--- src/rtl/clk_enable_sequencer_pkg.sv ---
// Shared types and widths for the PLL clock-enable sequencer.
package clkseq_pkg;

    typedef enum logic [1:0] {
        WAIT_LOCK = 2'd0,
        HOLD      = 2'd1,
        RUN       = 2'd2
    } state_t;

    localparam int DIV_W  = 3;
    localparam int FILT_W = 4;
    localparam int HOLD_W = 8;

endpackage

--- src/rtl/clk_enable_sequencer_lock_qualifier.sv ---
// PLL LOCK synchronizer and consecutive-high filter; lock_ok pulses on the
// cycle the filter count reaches LOCK_FILTER.
module pll_lock_qualifier
    import clkseq_pkg::*;
#(
    parameter int LOCK_FILTER = 4
) (
    input  logic i_clk,
    input  logic i_rst_n,
    input  logic i_pll_lock,
    output logic o_lock_s,
    output logic o_lock_ok
);

    localparam logic [FILT_W-1:0] FILT_MAX  = FILT_W'(LOCK_FILTER);
    localparam logic [FILT_W-1:0] FILT_LAST = FILT_W'(LOCK_FILTER - 1);

    logic              r_sync1;
    logic              r_sync2;
    logic [FILT_W-1:0] r_filt;

    // Count saturates so lock_ok is a single-cycle level per high streak.
    always_ff @(posedge i_clk or negedge i_rst_n) begin
        if (!i_rst_n) begin
            r_sync1 <= 1'b0;
            r_sync2 <= 1'b0;
            r_filt  <= '0;
        end else begin
            r_sync1 <= i_pll_lock;
            r_sync2 <= r_sync1;
            if (!r_sync2) begin
                r_filt <= '0;
            end else if (r_filt != FILT_MAX) begin
                r_filt <= r_filt + 1'b1;
            end
        end
    end

    assign o_lock_s  = r_sync2;
    assign o_lock_ok = r_sync2 && (r_filt == FILT_LAST);

endmodule

--- src/rtl/clk_enable_sequencer.sv ---
// Lock-qualified reset sequencing plus /2, /4, /8 clock enables on the PLL clock.
// CLKSEQ_CONTENTION_EN enables WAIT_REQ deferral of the CPU enable.
module clk_enable_sequencer
    import clkseq_pkg::*;
#(
    parameter int LOCK_FILTER = 4,
    parameter int RESET_HOLD  = 16
) (
    input  logic CLK,
    input  logic RST_N,
    input  logic PLL_LOCK,
    input  logic WAIT_REQ,
    output logic CE_DIV2,
    output logic CE_DIV4,
    output logic CE_DIV8,
    output logic CPU_CE,
    output logic CPU_RST_N,
    output logic SYS_READY
);

    localparam logic [HOLD_W-1:0] HOLD_LAST = HOLD_W'(RESET_HOLD - 1);

    state_t             r_state;
    state_t             w_state_next;
    logic [HOLD_W-1:0]  r_hold_cnt;
    logic [HOLD_W-1:0]  w_hold_next;
    logic [DIV_W-1:0]   r_div_cnt;
    logic [DIV_W-1:0]   w_div_next;
    logic               r_cpu_rst_n;
    logic               w_lock_s;
    logic               w_lock_ok;
    logic               w_run;

    pll_lock_qualifier #(
        .LOCK_FILTER(LOCK_FILTER)
    ) u_lock_qual (
        .i_clk      (CLK),
        .i_rst_n    (RST_N),
        .i_pll_lock (PLL_LOCK),
        .o_lock_s   (w_lock_s),
        .o_lock_ok  (w_lock_ok)
    );

    // Counters default to zero so any exit from HOLD/RUN leaves them cleared.
    always_comb begin
        w_state_next = r_state;
        w_hold_next  = '0;
        w_div_next   = '0;
        case (r_state)
            WAIT_LOCK: begin
                if (w_lock_ok) begin
                    w_state_next = HOLD;
                end
            end
            HOLD: begin
                if (!w_lock_s) begin
                    w_state_next = WAIT_LOCK;
                end else if (r_hold_cnt == HOLD_LAST) begin
                    w_state_next = RUN;
                end else begin
                    w_hold_next = r_hold_cnt + 1'b1;
                end
            end
            RUN: begin
                if (!w_lock_s) begin
                    w_state_next = WAIT_LOCK;
                end else begin
                    w_div_next = r_div_cnt + 1'b1;
                end
            end
            default: begin
                w_state_next = WAIT_LOCK;
            end
        endcase
    end

    always_ff @(posedge CLK or negedge RST_N) begin
        if (!RST_N) begin
            r_state     <= WAIT_LOCK;
            r_hold_cnt  <= '0;
            r_div_cnt   <= '0;
            r_cpu_rst_n <= 1'b0;
        end else begin
            r_state     <= w_state_next;
            r_hold_cnt  <= w_hold_next;
            r_div_cnt   <= w_div_next;
            r_cpu_rst_n <= (r_state == RUN);
        end
    end

    assign w_run     = (r_state == RUN);
    assign SYS_READY = w_run;
    assign CPU_RST_N = r_cpu_rst_n;
    assign CE_DIV2   = w_run & r_div_cnt[0];
    assign CE_DIV4   = w_run & (r_div_cnt[1:0] == 2'b11);
    assign CE_DIV8   = w_run & (&r_div_cnt);

`ifdef CLKSEQ_CONTENTION_EN
    logic r_pending;
    logic w_pending_next;

    // One owed tick at most: repeated deferred slots collapse into one pulse.
    assign CPU_CE = w_run & ~WAIT_REQ & (CE_DIV8 | r_pending);

    always_comb begin
        w_pending_next = r_pending;
        if ((w_state_next != RUN) || CPU_CE) begin
            w_pending_next = 1'b0;
        end else if (CE_DIV8 && WAIT_REQ) begin
            w_pending_next = 1'b1;
        end
    end

    always_ff @(posedge CLK or negedge RST_N) begin
        if (!RST_N) begin
            r_pending <= 1'b0;
        end else begin
            r_pending <= w_pending_next;
        end
    end
`else
    logic w_unused_wait_req;

    assign w_unused_wait_req = WAIT_REQ;
    assign CPU_CE            = CE_DIV8;
`endif

endmodule

--- config.mk ---
export PLATFORM = sky130hd
export DESIGN_NAME = clk_enable_sequencer
export DESIGN_NICKNAME = d
export VERILOG_FILES = /design/src/rtl/clk_enable_sequencer_pkg.sv /design/src/rtl/clk_enable_sequencer_lock_qualifier.sv /design/src/rtl/clk_enable_sequencer.sv
export SDC_FILE = /design/constraint.sdc
export NUM_CORES = 1
export LEC_CHECK = 0
export BUFFER_PORTS_ARGS = -buffer_cell sky130_fd_sc_hd__buf_4
export CAP_MARGIN = 15
export CORE_UTILIZATION = 38
export DETAILED_ROUTE_END_ITERATION = 10
export GPL_ROUTABILITY_DRIVEN = 0
export PLACE_DENSITY = 0.57
export REMOVE_ABC_BUFFERS = 1
export SYNTH_ARGS = -nofsm -noshare
export SYNTH_HDL_FRONTEND = slang
export SYNTH_HIERARCHICAL = 1
export SYNTH_SLANG_ARGS = --single-unit
--- constraint.sdc ---
create_clock -name CLK -period 1.65 [get_ports CLK]
set_clock_uncertainty 0.15 [all_clocks]
set_input_delay 0.2475 -clock CLK [delete_from_list [all_inputs] [get_ports CLK]]
set_output_delay 0.2475 -clock CLK [all_outputs]
set_load 0.005 [all_outputs]
* After elaboration in Yosys (flattened, before gate mapping)
Cells that the tools add are included.
Word-level totals: register bits after elaboration 20, input port bits 4, output and inout port bits 6, logic and storage cells 39
Operators by class: $add $sub $neg 3, equal/unequal tests 10, mux-type cells 12, bitwise operators 3, reduce and logical (&&, ||, !) cells 4
Operator list (number):
- 8-bit 2-to-1 mux | 3
- 8-bit by 1-bit adder with 8-bit output, second input constant | 1
- 8-bit by 4-bit == test with 1-bit output, second input constant | 1
- 2-bit 2-to-1 mux | 4
- 4-bit 2-to-1 mux | 2
- 3-bit 2-to-1 mux | 2
- 2-bit case mux with 3 select lines | 1
- 3-bit AND reduction | 2
- 4-bit by 1-bit adder with 4-bit output, second input constant | 1
- 2-bit == test, second input constant | 2
- 4-bit by 2-bit == test with 1-bit output, second input constant | 1
- 2-bit inequality test, second input constant | 2
- 4-bit by 3-bit inequality test with 1-bit output, second input constant | 1
- 3-bit by 1-bit adder with 3-bit output, second input constant | 1
- 1-bit bitwise AND | 3
- 3-bit inequality test, second input constant | 1
- 2-bit by 1-bit == test with 1-bit output, second input constant | 1
- 2-bit logical NOT | 1
- 2-bit by 1-bit inequality test with 1-bit output, second input constant | 1
- 1-bit logical AND | 1

* Longest topological paths before layout
Gate-level depths: netlist of the first run.
depth in word-level cells 4, gate-level depth with buffers 5, gate-level depth less buffers 5

* Cells and area by module
Netlist of the first run, hierarchy kept.
Modules (own cells, without submodules):
- clk_enable_sequencer | instances 1, cells each 61, area an instance 658.1 sq um, seq. area each 350.3 sq um
- pll_lock_qualifier | instances 1, cells each 26, area an instance 284.0 sq um, seq. area each 150.1 sq um

* Worst setup path after synthesis of the first run
OpenSTA, ideal clock, no wires.
kind reg-to-reg, start point register r_hold_cnt[6], end point register r_hold_cnt[5], setup time 134 ps, data arrival time 1236 ps, required time 1366 ps, path slack 130 ps, cell stages (with the launch flop) 4, buffers on the path 0, clock period less this slack 1520 ps, path through dfrtp_1 > or4_4 > o21ai_0 > a21oi_1
Between the ends: longest elaborated chain between the ends 4
Ends and longest elaborated chain:
- from (decl) | line clk_enable_sequencer.sv:25 | logic [HOLD_W-1:0] r_hold_cnt;
- from (signal assigned) | line clk_enable_sequencer.sv:85 | r_hold_cnt <= w_hold_next;
- 8-bit by 4-bit == test with 1-bit output | line clk_enable_sequencer.sv:58 | end else if (r_hold_cnt == HOLD_LAST) begin
- 8-bit 2-to-1 mux | line clk_enable_sequencer.sv:58
- 8-bit 2-to-1 mux | line clk_enable_sequencer.sv:56 | if (!w_lock_s) begin
- 8-bit 2-to-1 mux | line clk_enable_sequencer.sv:49 | case (r_state)
- via w_hold_next[5] | line clk_enable_sequencer.sv:26 | logic [HOLD_W-1:0] w_hold_next;
The timed path passes the listed nets, and every way through them passes these cells. A chain may end at the register's enable or synchronous reset.

* Worst setup path in the final report of the first run
start point register r_div_cnt[0], end point output CE_DIV8
Between the ends: longest elaborated chain between the ends 2
Ends and longest elaborated chain:
- from (decl) | line clk_enable_sequencer.sv:27 | logic [DIV_W-1:0] r_div_cnt;
- from (signal assigned) | line clk_enable_sequencer.sv:86 | r_div_cnt <= w_div_next;
- 3-bit AND reduction | line clk_enable_sequencer.sv:96 | assign CE_DIV8 = w_run & (&r_div_cnt);
- 1-bit bitwise AND | line clk_enable_sequencer.sv:96
- to (decl) | line clk_enable_sequencer.sv:15 | output logic CE_DIV8,
No other way between the ends.

==> summary.md, run 1 <==
| Metric | Value |
|---|---|
| Number of max-cap violations | 0 |
| Final ANT Viol Nets | 0 |
| Initial antenna violation count | 0 |
| Clk buf depth | 2 |
| Vias/cell | 5.17 |
| Max stage delay on crit path | 0.42 ns |
| Failing checks | negative setup slack |
| Setup TNS Final | -0.0352 ns |
| Min Tclk post-route | 1.67 ns |
| RSZ-0062 raised after global routing | true |
| Simple-gate share of the synthesized area | 0.236 |
| Pleak | 0.563 nW |
| FP Rows | 17 |
| Pre-CTS setup slack | 0.0861 ns |
| Dpl hpwl | 1180 um |
| CTS root buffer | clkbuf_4 |
| IO Port Bufs | 8 |
| Clk slew on worst S/H paths | 0.12 ns |
| Setup CP Type | reg2out |
| Share of layout cells above drive strength 1 | 0.282 |
| Die ar. | 0.00268 mm^2 |
| Die height | 51.8 um |
| Worst Hold Class | in2async |
| Syn avg cell area | 10.8 um^2 |
| Drt wl/cell | 11.8 um |
| Startpoint type of the worst setup path | flop |
| Final Max Slew Viols | 0 |
| Least-Margin Pin Slew | 0.350 ns |
| Area delta synth->final | 28.8% |
| CTS tree | yes |
| Final #Nets | 120 |
| Yosys cell types | 31 |
| CP arrival | 1.27 ns |
| Post-layout util | 0.533 |
| Main combinational cell family by area after synthesis | simple AND/OR/NAND/NOR gates |
| Routed wire length | 1630 um |
| Sequential element share of the synthesized area | 0.531 |
| TritonCTS Buffers | 3 |
| Vias in the first global route | 667 |
| Worst Setup End Kind | primary output |
| Fin crit share | 1.01 |
| Drt initial violations | 3 |
| Synth Area in XOR/XNOR | 0.00930 |
| Final WS setup | -0.0183 ns |
| IR drop worst, VDD | 0.568 mV |
| Synth Area in Adders | 0.0664 |
| Crit Path Max Fanout | 2 |
| Placed cell areas | 0.00109 mm^2 |
| Residual overflow from global routing | 0 |
| CP max stage cell | dfrtp_1 |
| Worst-skew pair later-pin latency | 0.29 ns |
| Die width | 51.8 um |
| DR vias | 713 |
| Setup-failing EPs final | 2 |
| PD cells | 715 mW/mm^2 |
| Hold slack | 0.197 ns |
| Top-level I/O count | 10 |
| Outcome | finished, violations left |
| Compound-Gate Fraction of Synth Area | 0.101 |
| Antenna cell count | 0 |
| Design area | 0.00121 mm^2 |
| DR DRC count | 0 |
| CTS sink count | 20 |
| Fmax | 599 MHz |
| Slew HR | 0.765 |
| Core area | 0.00228 mm^2 |
| Cell count after synthesis | 87 |
| Crit path required time | 1.25 ns |
| Final hold violations | 0 |
| Largest net degree at the start of global routing | 21 |
| Starting Density | 0.414 |
| Synth Cell Area | 942 um^2 |
| First-pass GRT wire length | 2750 um |
| Mux contribution to synthesized area | 0.0319 |
| GRT Util Overall | 0.141 |
| Pre-Repair DR Iteration Count | 2 |
| Cell chain of the critical path | ha_4 -> ha_4 -> and2_4 -> buf_6 |
| Worst path most repeated cell | ha_4 |
| Yosys Warn Count | 6 |
| Synthesized flop and latch total | 20 |
| Total number of H-tree levels | 1 |
==> report_power, final <==
group          internal [mW]  switching [mW]
combinational         0.0316          0.0345
sequential             0.505          0.0167
clock                  0.134           0.146
total                  0.670           0.198
==> Yosys cell counts, drive strengths merged <==
cell    number  share of area
a21oi        5          0.027
a22o         1         0.0093
a311oi       1         0.0093
a31oi        2          0.013
and2         4          0.027
and3         2          0.013
and3b        2          0.019
buf          1         0.0080
clkbuf       1         0.0040
dfrtp       20           0.53
ha           5          0.066
inv          3          0.012
mux2i        3          0.032
nand2        8          0.032
nand2b       2          0.013
nand3        3          0.016
nand3b       1         0.0080
nand4        1         0.0066
nor2         3          0.012
nor2b        1         0.0066
nor3         1         0.0053
nor4         1         0.0066
nor4b        1          0.016
o211ai       1         0.0080
o21a         1         0.0080
o21ai        5          0.027
or2b         1         0.0080
or3          4          0.027
or3b         1         0.0093
or4          1          0.012
xnor2        1         0.0093
==> worst paths after layout <==
| kind | endpoint | cells after the start | start | slack, ns |
|---|---|---|---|---|
| setup / recovery | CE_DIV8 | 4 | r_div_cnt[0]$_DFF_PN0_ | -0.02 |
| hold / removal | u_lock_qual/r_filt[3]$_DFFE_PN0P_ | 2 | RST_N | 0.20 |
| setup reg to reg | r_state[1]$_DFFE_PN0P_ | 3 | r_hold_cnt[6]$_DFF_PN0_ | 0.11 |
| hold reg to reg | u_lock_qual/o_lock_s$_DFF_PN0_ | 0 | u_lock_qual/r_sync1$_DFF_PN0_ | 0.22 |
| max in group asynchronous | r_state[0]$_DFFE_PN0P_ | 2 | RST_N | 0.93 |
| min in group CLK | u_lock_qual/o_lock_s$_DFF_PN0_ | 0 | u_lock_qual/r_sync1$_DFF_PN0_ | 0.22 |
==> critical path, delay by kind of cell, from the launching register on <==
| kind | cells | cell delay, ns |
|---|---|---|
| fa+ha+maj | 2 | 0.32 |
| buf+inv | 1 | 0.11 |
| flops | 1 | 0.42 |
| simple gates | 1 | 0.13 |
==> cell families after synthesis <==
logic type | Yosys count
multiplexers | 3
AND/OR/NAND/NOR | 37
AO/OA/AOI/OAI | 16
XOR/XNOR | 1
adder cells (fa/ha/maj) | 5
buffers and inverters | 5
flip-flops | 20
==> flip-flops by register name, indices dropped and copies added (netlist names) <==
signal,flops
CPU_RST_N,1
r_div_cnt,3
r_hold_cnt,8
r_state,2
u_lock_qual/o_lock_s,1
u_lock_qual/r_filt,4
u_lock_qual/r_sync1,1
==> cells in the final DEF (no fill, tap or decap), types with 4 or more instances in the layout <==
cell | Yosys | final
o21ai_0 | 5 | 4
a21oi_1 | 5 | 5
or3_1 | 4 | 4
nand2_1 | 8 | 8
buf_4 | 1 | 17
dfrtp_1 | 20 | 19
==> per-layer routing <==
layer,global-route usage,vias to the layer above,wire (um)
met1,0.179,344,796
met5,0,-,0
met2,0.229,9,777
li1,-,358,-
met3,0.0263,2,37
met4,0.0676,0,17
==> per-stage QoR <==
stage,cells,power (mW)
detailed placement,129,0.593
CTS,136,0.878
global route,138,0.904
global placement,129,0.590
finish,138,0.868
floorplan,85,0.563
==> area by class of cell <==
cell class | count | area (um^2)
Clock buffer | 4 | 36.3
Fill cell | 200 | 1060
Inverter | 3 | 11.3
Multi-Input combinational cell | 62 | 459
Sequential cell | 20 | 502
Tap cell | 28 | 35.0
Timing Repair Buffer | 21 | 170
==> what timing repair did <==
action | in CTS | in global routing
buffers inserted | 1 | 2
hold buffers | 2 | 0
pin swaps | 1 | 0
endpoints found under the setup margin | 4 | 8
hold endpoints to repair | 21 | 0
resized for setup | 8 | 4
Power figures use the tool's default switching activity.
==> run 2: changes to the inputs <==
--- a/config.mk
+++ b/config.mk
@@ -7,7 +7,9 @@
 export LEC_CHECK = 0
 export BUFFER_PORTS_ARGS = -buffer_cell sky130_fd_sc_hd__buf_4
 export CAP_MARGIN = 15
+export CORE_MARGIN = 2
 export CORE_UTILIZATION = 38
+export CTS_CLUSTER_SIZE = 24
 export DETAILED_ROUTE_END_ITERATION = 10
 export GPL_ROUTABILITY_DRIVEN = 0
 export PLACE_DENSITY = 0.57
==> summary.md, run 2 (same netlist as run 1, synthesis figures left out) <==
| Metric | Value |
|---|---|
| Outcome | finished, violations left |
| Failing checks | negative setup slack |
| Antenna cell count | 0 (unchanged) |
| Pre-CTS setup slack | 0.0736 ns (-0.0125 ns) |
| Vias in the first global route | 647 (-3.0%) |
| Clk slew on worst S/H paths | 0.10 ns (-0.02 ns) |
| Crit Reg-Reg Endpoint | r_hold_cnt[5]$_DFF_PN0_ |
| GRT Util Overall | 0.136 (-0.00450) |
| CP arrival | 1.28 ns (about the same) |
| Clk pwr share | 0.271 (-0.052) |
| Placed cell areas | 0.00109 mm^2 (+0.23%) |
| CTS tree | yes |
| Fmax | 596 MHz (-0.62%) |
| Fin crit share | 1.02 (+0.00628) |
| Starting Density | 0.391 (-0.0230) |
| Drt initial violations | 10 (+7) |
| Number of max-cap violations | 0 (unchanged) |
| Routed wire length | 1610 um (-1.4%) |
| Critical Path Start | r_div_cnt[0]$_DFF_PN0_ |
| Sw Share | 0.228 (+0.000362) |
| Startpoint type of the worst setup path | flop |
| Design area | 0.00119 mm^2 (-2.2%) |
| IO Port Bufs | 8 (unchanged) |
| Die width | 53.8 um (+3.9%) |
| CTS root buffer | clkbuf_4 |
| Drt wl/cell | 11.7 um (-0.69%) |
| Seq pwr share | 0.649 (+0.048) |
| Worst Setup End Kind | primary output |
| Largest net degree at the start of global routing | 21 (unchanged) |
| Worst-skew pair later-pin latency | 0.29 ns (about the same) |
| DR DRC count | 0 (unchanged) |
| Least-Margin Pin Slew | 0.312 ns (-0.0380 ns) |
| Final WS setup | -0.0287 ns (-0.0104 ns) |
| Filler cells | 225 (+13%) |
| Most common library cell in the layout ignoring fill and taps | dfrtp_1 |
| Combinational share of power | 0.081 (+0.005) |
| Clk buf depth | 2 (unchanged) |
| Flop2flop setup slack | 0.10 ns (about the same) |
| Reg with most FFs | r_hold_cnt |
| Share of layout cells above drive strength 1 | 0.262 (-0.0201) |
| Residual overflow from global routing | 0 (unchanged) |
| Post-layout util | 0.493 (-0.0405) |
| PD cells | 677 mW/mm^2 (-5.3%) |
| Worst Hold Class | in2async |
| Commonest non-fill, non-tap cells in the layout | 19 x dfrtp_1, 15 x buf_4, 8 x nand2_1 |
| Reg2reg start | r_hold_cnt[6]$_DFF_PN0_ |
| Crit Path Max Fanout | 2 (unchanged) |
| Final ANT Viol Nets | 0 (unchanged) |
| FP Rows | 18 (+1) |
| Hold slack | 0.207 ns (+0.00992 ns) |
| Min Tclk post-route | 1.68 ns (+0.0104 ns) |
| Setup CP Type | reg2out |
| DR vias | 681 (-4.5%) |
| Top-level I/O count | 10 (unchanged) |
| Crit path required time | 1.25 ns (about the same) |
| Vias/cell | 4.97 (-3.8%) |
| Pleak | 0.545 nW (-3.2%) |
| CTS sink count | 20 (unchanged) |
| Max reg flops | 8 (unchanged) |
| TritonCTS Buffers | 3 (unchanged) |
| Setup-failing EPs final | 2 (unchanged) |
| Die height | 53.8 um (+3.9%) |
| Dpl hpwl | 1140 um (-3.3%) |
| Die ar. | 0.00289 mm^2 (+7.9%) |
| Slew HR | 0.790 (+0.0255) |
| Final #Nets | 118 (-1.7%) |
| RSZ-0062 raised after global routing | true |
| IR drop worst, VDD | 0.370 mV (-35%) |
| Final Max Slew Viols | 0 (unchanged) |
| Switching pwr | 0.183 mW (-7.2%) |
| Final hold violations | 0 (unchanged) |
| Total number of H-tree levels | 1 (unchanged) |
| Largest regs | r_hold_cnt: 8 flops, u_lock_qual/r_filt: 4 flops, r_div_cnt: 3 flops |
| First-pass GRT wire length | 2730 um (-0.76%) |
| Initial antenna violation count | 0 (unchanged) |
| Int Pwr | 0.621 mW (-7.4%) |
| Pre-Repair DR Iteration Count | 4 (+2) |
| Core area | 0.00241 mm^2 (+5.9%) |
| Worst Setup EP | CPU_CE |
| Reg2Reg Depth | 4 (+1) |
| Area delta synth->final | 26.0% |
==> run 2: cell types whose count changed in the layout (fill, tap and decap cells not counted) <==
| cell | change |
|---|---|
| buf_4 | -2 |
| clkbuf_8 | -1 |
==> run 2: cell type report <==
cell class / count / area (um^2) / share of cell area
clock buffer: 3 / 22.5 / 0.0190
multi-input combinational: 62 / 459 / 0.387
sequential: 20 / 502 / 0.423
tap: 30 / 37.5 / 0.0316
timing repair buffer: 19 / 155 / 0.131
inverter: 3 / 11.3 / 0.00948
==> run 2: metrics by stage <==
step	std cells	TNS [ns]	power, mW
final	137	-0.0562	0.804
after global routing	137	-0.158	0.851
after CTS	137	-0.0795	0.820
after detailed placement	131	0	0.593
after global placement	131	0	0.589
after floorplan	85	0	0.563
==> run 2: critical path: stages, from the launching register on <==
cell     delay [ns]
dfrtp_1        0.42
ha_4           0.18
ha_4           0.15
and2_4         0.14
buf_6          0.11
==> run 2: worst min-delay path by stage <==
| stage | start | end | slack [ns] | cells after the start |
|---|---|---|---|---|
| after floorplan | RST_N | CPU_RST_N$_DFF_PN0_ | -0.20 | 0 |
| after global placement | RST_N | r_hold_cnt[4]$_DFF_PN0_ | -0.01 | 1 |
| after detailed placement | RST_N | r_hold_cnt[4]$_DFF_PN0_ | -0.008 | 1 |
| after CTS | RST_N | r_div_cnt[2]$_DFF_PN0_ | 0.20 | 2 |
| after global routing | RST_N | u_lock_qual/r_filt[3]$_DFFE_PN0P_ | 0.22 | 2 |
| final | RST_N | r_hold_cnt[4]$_DFF_PN0_ | 0.21 | 2 |
==> run 2: timing repair <==
item / 4_1_cts / 5_1_grt
buffers inserted: 1 / 0
endpoints found under the setup margin: 4 / 9
hold endpoints to repair: 21 / 0
resized for setup: 8 / 4
pin swaps: 2 / 0
hold buffers: 2 / 0
==> run 2: metal layers <==
| metal | part of all wire | GRT usage | vias up |
|---|---|---|---|
| li1 | - | - | 349 |
| met1 | 0.51 | 0.187 | 322 |
| met2 | 0.45 | 0.201 | 8 |
| met3 | 0.027 | 0.0250 | 2 |
| met4 | 0.0081 | 0.0769 | 0 |
| met5 | 0 | 0 | - |
==> run 2: power by group through the flow <==
stage	clock network [mW]	logic, mW	registers (mW)
finish	0.217	0.0650	0.521
global route	0.250	0.0764	0.525
CTS	0.232	0.0674	0.520
detailed placement	0	0.0638	0.530
global placement	0	0.0606	0.529
floorplan	0	0.0353	0.528
==> run 3: changes to the inputs <==
--- a/config.mk
+++ b/config.mk
@@ -7,6 +7,7 @@
 export LEC_CHECK = 0
 export BUFFER_PORTS_ARGS = -buffer_cell sky130_fd_sc_hd__buf_4
 export CAP_MARGIN = 15
+export CORE_ASPECT_RATIO = 0.9
 export CORE_MARGIN = 2
 export CORE_UTILIZATION = 38
 export CTS_CLUSTER_SIZE = 24
==> summary.md, run 3 (same netlist as run 1, synthesis figures left out) <==
| Metric | Value |
|---|---|
| Reg with most FFs | r_hold_cnt |
| Commonest non-fill, non-tap cells in the layout | 18 x dfrtp_1, 17 x buf_4, 8 x nand2_1 |
| Startpoint type of the worst setup path | flop |
| GRT Util Overall | 0.136 (-0.000717) |
| Area delta synth->final | 29.2% |
| Number of max-cap violations | 0 (unchanged) |
| Vias in the first global route | 684 (+5.7%) |
| Max stage delay on crit path | 0.42 ns (about the same) |
| Slew HR | 0.767 (-0.0236) |
| Top-level I/O count | 10 (unchanged) |
| Final hold violations | 0 (unchanged) |
| Final Max Slew Viols | 0 (unchanged) |
| Seq pwr share | 0.600 (-0.049) |
| Min Tclk post-route | 1.67 ns (-0.00560 ns) |
| Final WS setup | -0.0231 ns (+0.00560 ns) |
| Worst path most repeated cell | ha_4 |
| Crit Path Max Fanout | 2 (unchanged) |
| DR vias | 710 (+4.3%) |
| CTS root buffer | clkbuf_4 |
| Flop2flop setup slack | 0.10 ns (about the same) |
| CTS sink count | 20 (unchanged) |
| Layer with the highest usage | met2 |
| Routed wire length | 1740 um (+8.2%) |
| M2 GR Usage | 0.229 (+0.0275) |
| Largest regs | r_hold_cnt: 8 flops, u_lock_qual/r_filt: 4 flops, r_div_cnt: 3 flops |
| Worst Setup End Kind | primary output |
| Drt wl/cell | 12.6 um (+7.4%) |
| Cell chain of the critical path | ha_4 -> ha_4 -> and2_4 -> buf_6 |
| First-pass GRT wire length | 2990 um (+9.6%) |
| Crit path required time | 1.25 ns (about the same) |
| Final ANT Viol Nets | 0 (unchanged) |
| Initial antenna violation count | 0 (unchanged) |
| CTS tree | yes |
| Switching pwr | 0.198 mW (+7.9%) |
| Outcome | finished, violations left |
| Total number of H-tree levels | 1 (unchanged) |
| Setup CP Type | reg2out |
| Worst Hold Class | in2async |
| Die ar. | 0.00289 mm^2 (about the same) |
| Pre-Repair DR Iteration Count | 4 (unchanged) |
| TritonCTS Buffers | 3 (unchanged) |
| Final #Nets | 120 (+1.7%) |
| Met1 Use GR | 0.172 (-0.0148) |
| Starting Density | 0.392 (+0.00102) |
| Core area | 0.00240 mm^2 (-0.26%) |
| Fin crit share | 1.01 (-0.00339) |
| Failing checks | negative setup slack |
| Most common library cell in the layout ignoring fill and taps | dfrtp_1 |
| Reg2reg start | r_hold_cnt[6]$_DFF_PN0_ |
| CP arrival | 1.28 ns (about the same) |
| Clk pwr share | 0.320 (+0.049) |
| CP max stage cell | dfrtp_1 |
| IR drop worst, VDD | 0.320 mV (-14%) |
| Crit Reg-Reg Endpoint | r_hold_cnt[5]$_DFF_PN0_ |
| Share of layout cells above drive strength 1 | 0.300 (+0.0383) |
| Least-Margin Pin Slew | 0.347 ns (+0.0351 ns) |
| PD cells | 715 mW/mm^2 (+5.6%) |
| Worst-skew pair later-pin latency | 0.29 ns (about the same) |
| Die width | 56.5 um (+5.0%) |
| Max reg flops | 8 (unchanged) |
| Fmax | 598 MHz (+0.33%) |
| Vias/cell | 5.14 (+3.5%) |
| Largest net degree at the start of global routing | 21 (unchanged) |
| Reg2Reg Depth | 4 (unchanged) |
| Int Pwr | 0.673 mW (+8.4%) |
| Combinational share of power | 0.080 (about the same) |
| Power Total | 0.870 mW (+8.3%) |
| Filler cells | 237 (+5.3%) |
| Residual overflow from global routing | 0 (unchanged) |
| Pleak | 0.558 nW (+2.4%) |
| FP Rows | 17 (-1) |
| RSZ-0062 raised after global routing | true |
| Drt initial violations | 18 (+8) |
| Clk slew on worst S/H paths | 0.11 ns (about the same) |
| Clk buf depth | 2 (unchanged) |
| Setup TNS Final | -0.0459 ns (+0.0103 ns) |
| Sw Share | 0.227 (-0.000669) |
| DR DRC count | 0 (unchanged) |
| Die height | 51.2 um (-4.8%) |
| IO Port Bufs | 8 (unchanged) |
| Antenna cell count | 0 (unchanged) |
| Setup-failing EPs final | 2 (unchanged) |
| Grt met3 use | 0.0304 (+0.00538) |
| Dpl hpwl | 1210 um (+5.7%) |
## run 3: power by group through the flow
stage,registers [mW],clock network (mW),logic [mW]
final,0.522,0.279,0.0698
after global routing,0.524,0.320,0.0817
after CTS,0.521,0.295,0.0679
after detailed placement,0.529,0,0.0643
after global placement,0.528,0,0.0616
after floorplan,0.528,0,0.0353
## run 3: worst max-delay path, delay by kind of cell (launching register included)
kind | cells | cell delay, ns
buffers and inverters | 1 | 0.11
DFF | 1 | 0.42
adders and majority gates | 2 | 0.33
and+or+nand+nor | 1 | 0.14
## run 3: area by class of cell
class                           count  area (um^2)  area share
Timing Repair Buffer               21          170       0.140
Sequential cell                    20          503       0.413
Tap cell                           28         35.0      0.0288
Multi-Input combinational cell     62          462       0.379
Inverter                            3         11.3     0.00925
Clock buffer                        4         36.3      0.0298
## run 3: stage by stage
stage	cell area, um^2	cells	utilization	hold slack (ns)	setup WS, ns
2_1_floorplan	931	85	-	-0.198	0.130
3_3_place_gp	1080	128	0.449	-0.0110	0.0873
3_5_place_dp	1080	128	0.449	-0.00754	0.0637
4_1_cts	1170	135	0.489	0.198	-0.0354
5_1_grt	1220	138	0.507	0.208	-0.0850
6_report	1220	138	0.507	0.209	-0.0231
## run 3: how the worst max path moves through the flow
stage                            startpoint  cells past startpoint                 endpoint
floorplan           r_hold_cnt[6]$_DFF_PN0_                      3  r_hold_cnt[5]$_DFF_PN0_
global placement    r_hold_cnt[6]$_DFF_PN0_                      4  r_hold_cnt[5]$_DFF_PN0_
detailed placement  r_hold_cnt[6]$_DFF_PN0_                      4  r_hold_cnt[5]$_DFF_PN0_
CTS                  r_div_cnt[0]$_DFF_PN0_                      4                  CE_DIV8
global route         r_div_cnt[0]$_DFF_PN0_                      4                   CPU_CE
finish               r_div_cnt[0]$_DFF_PN0_                      4                  CE_DIV8
## run 3: routing by layer
layer | wire length, um | vias up | share of wire
met3 | 48 | 2 | 0.028
met4 | 12 | 0 | 0.0069
met2 | 815 | 8 | 0.47
met5 | 0 | - | 0
met1 | 862 | 342 | 0.50
li1 | - | 358 | -
## run 3: repair_timing
item | in CTS | in global routing
hold endpoints to repair | 21 | 0
endpoints found under the setup margin | 4 | 9
hold buffers | 2 | 0
gates resized for setup | 8 | 6
setup buffers | 1 | 3
pin swaps | 2 | 0
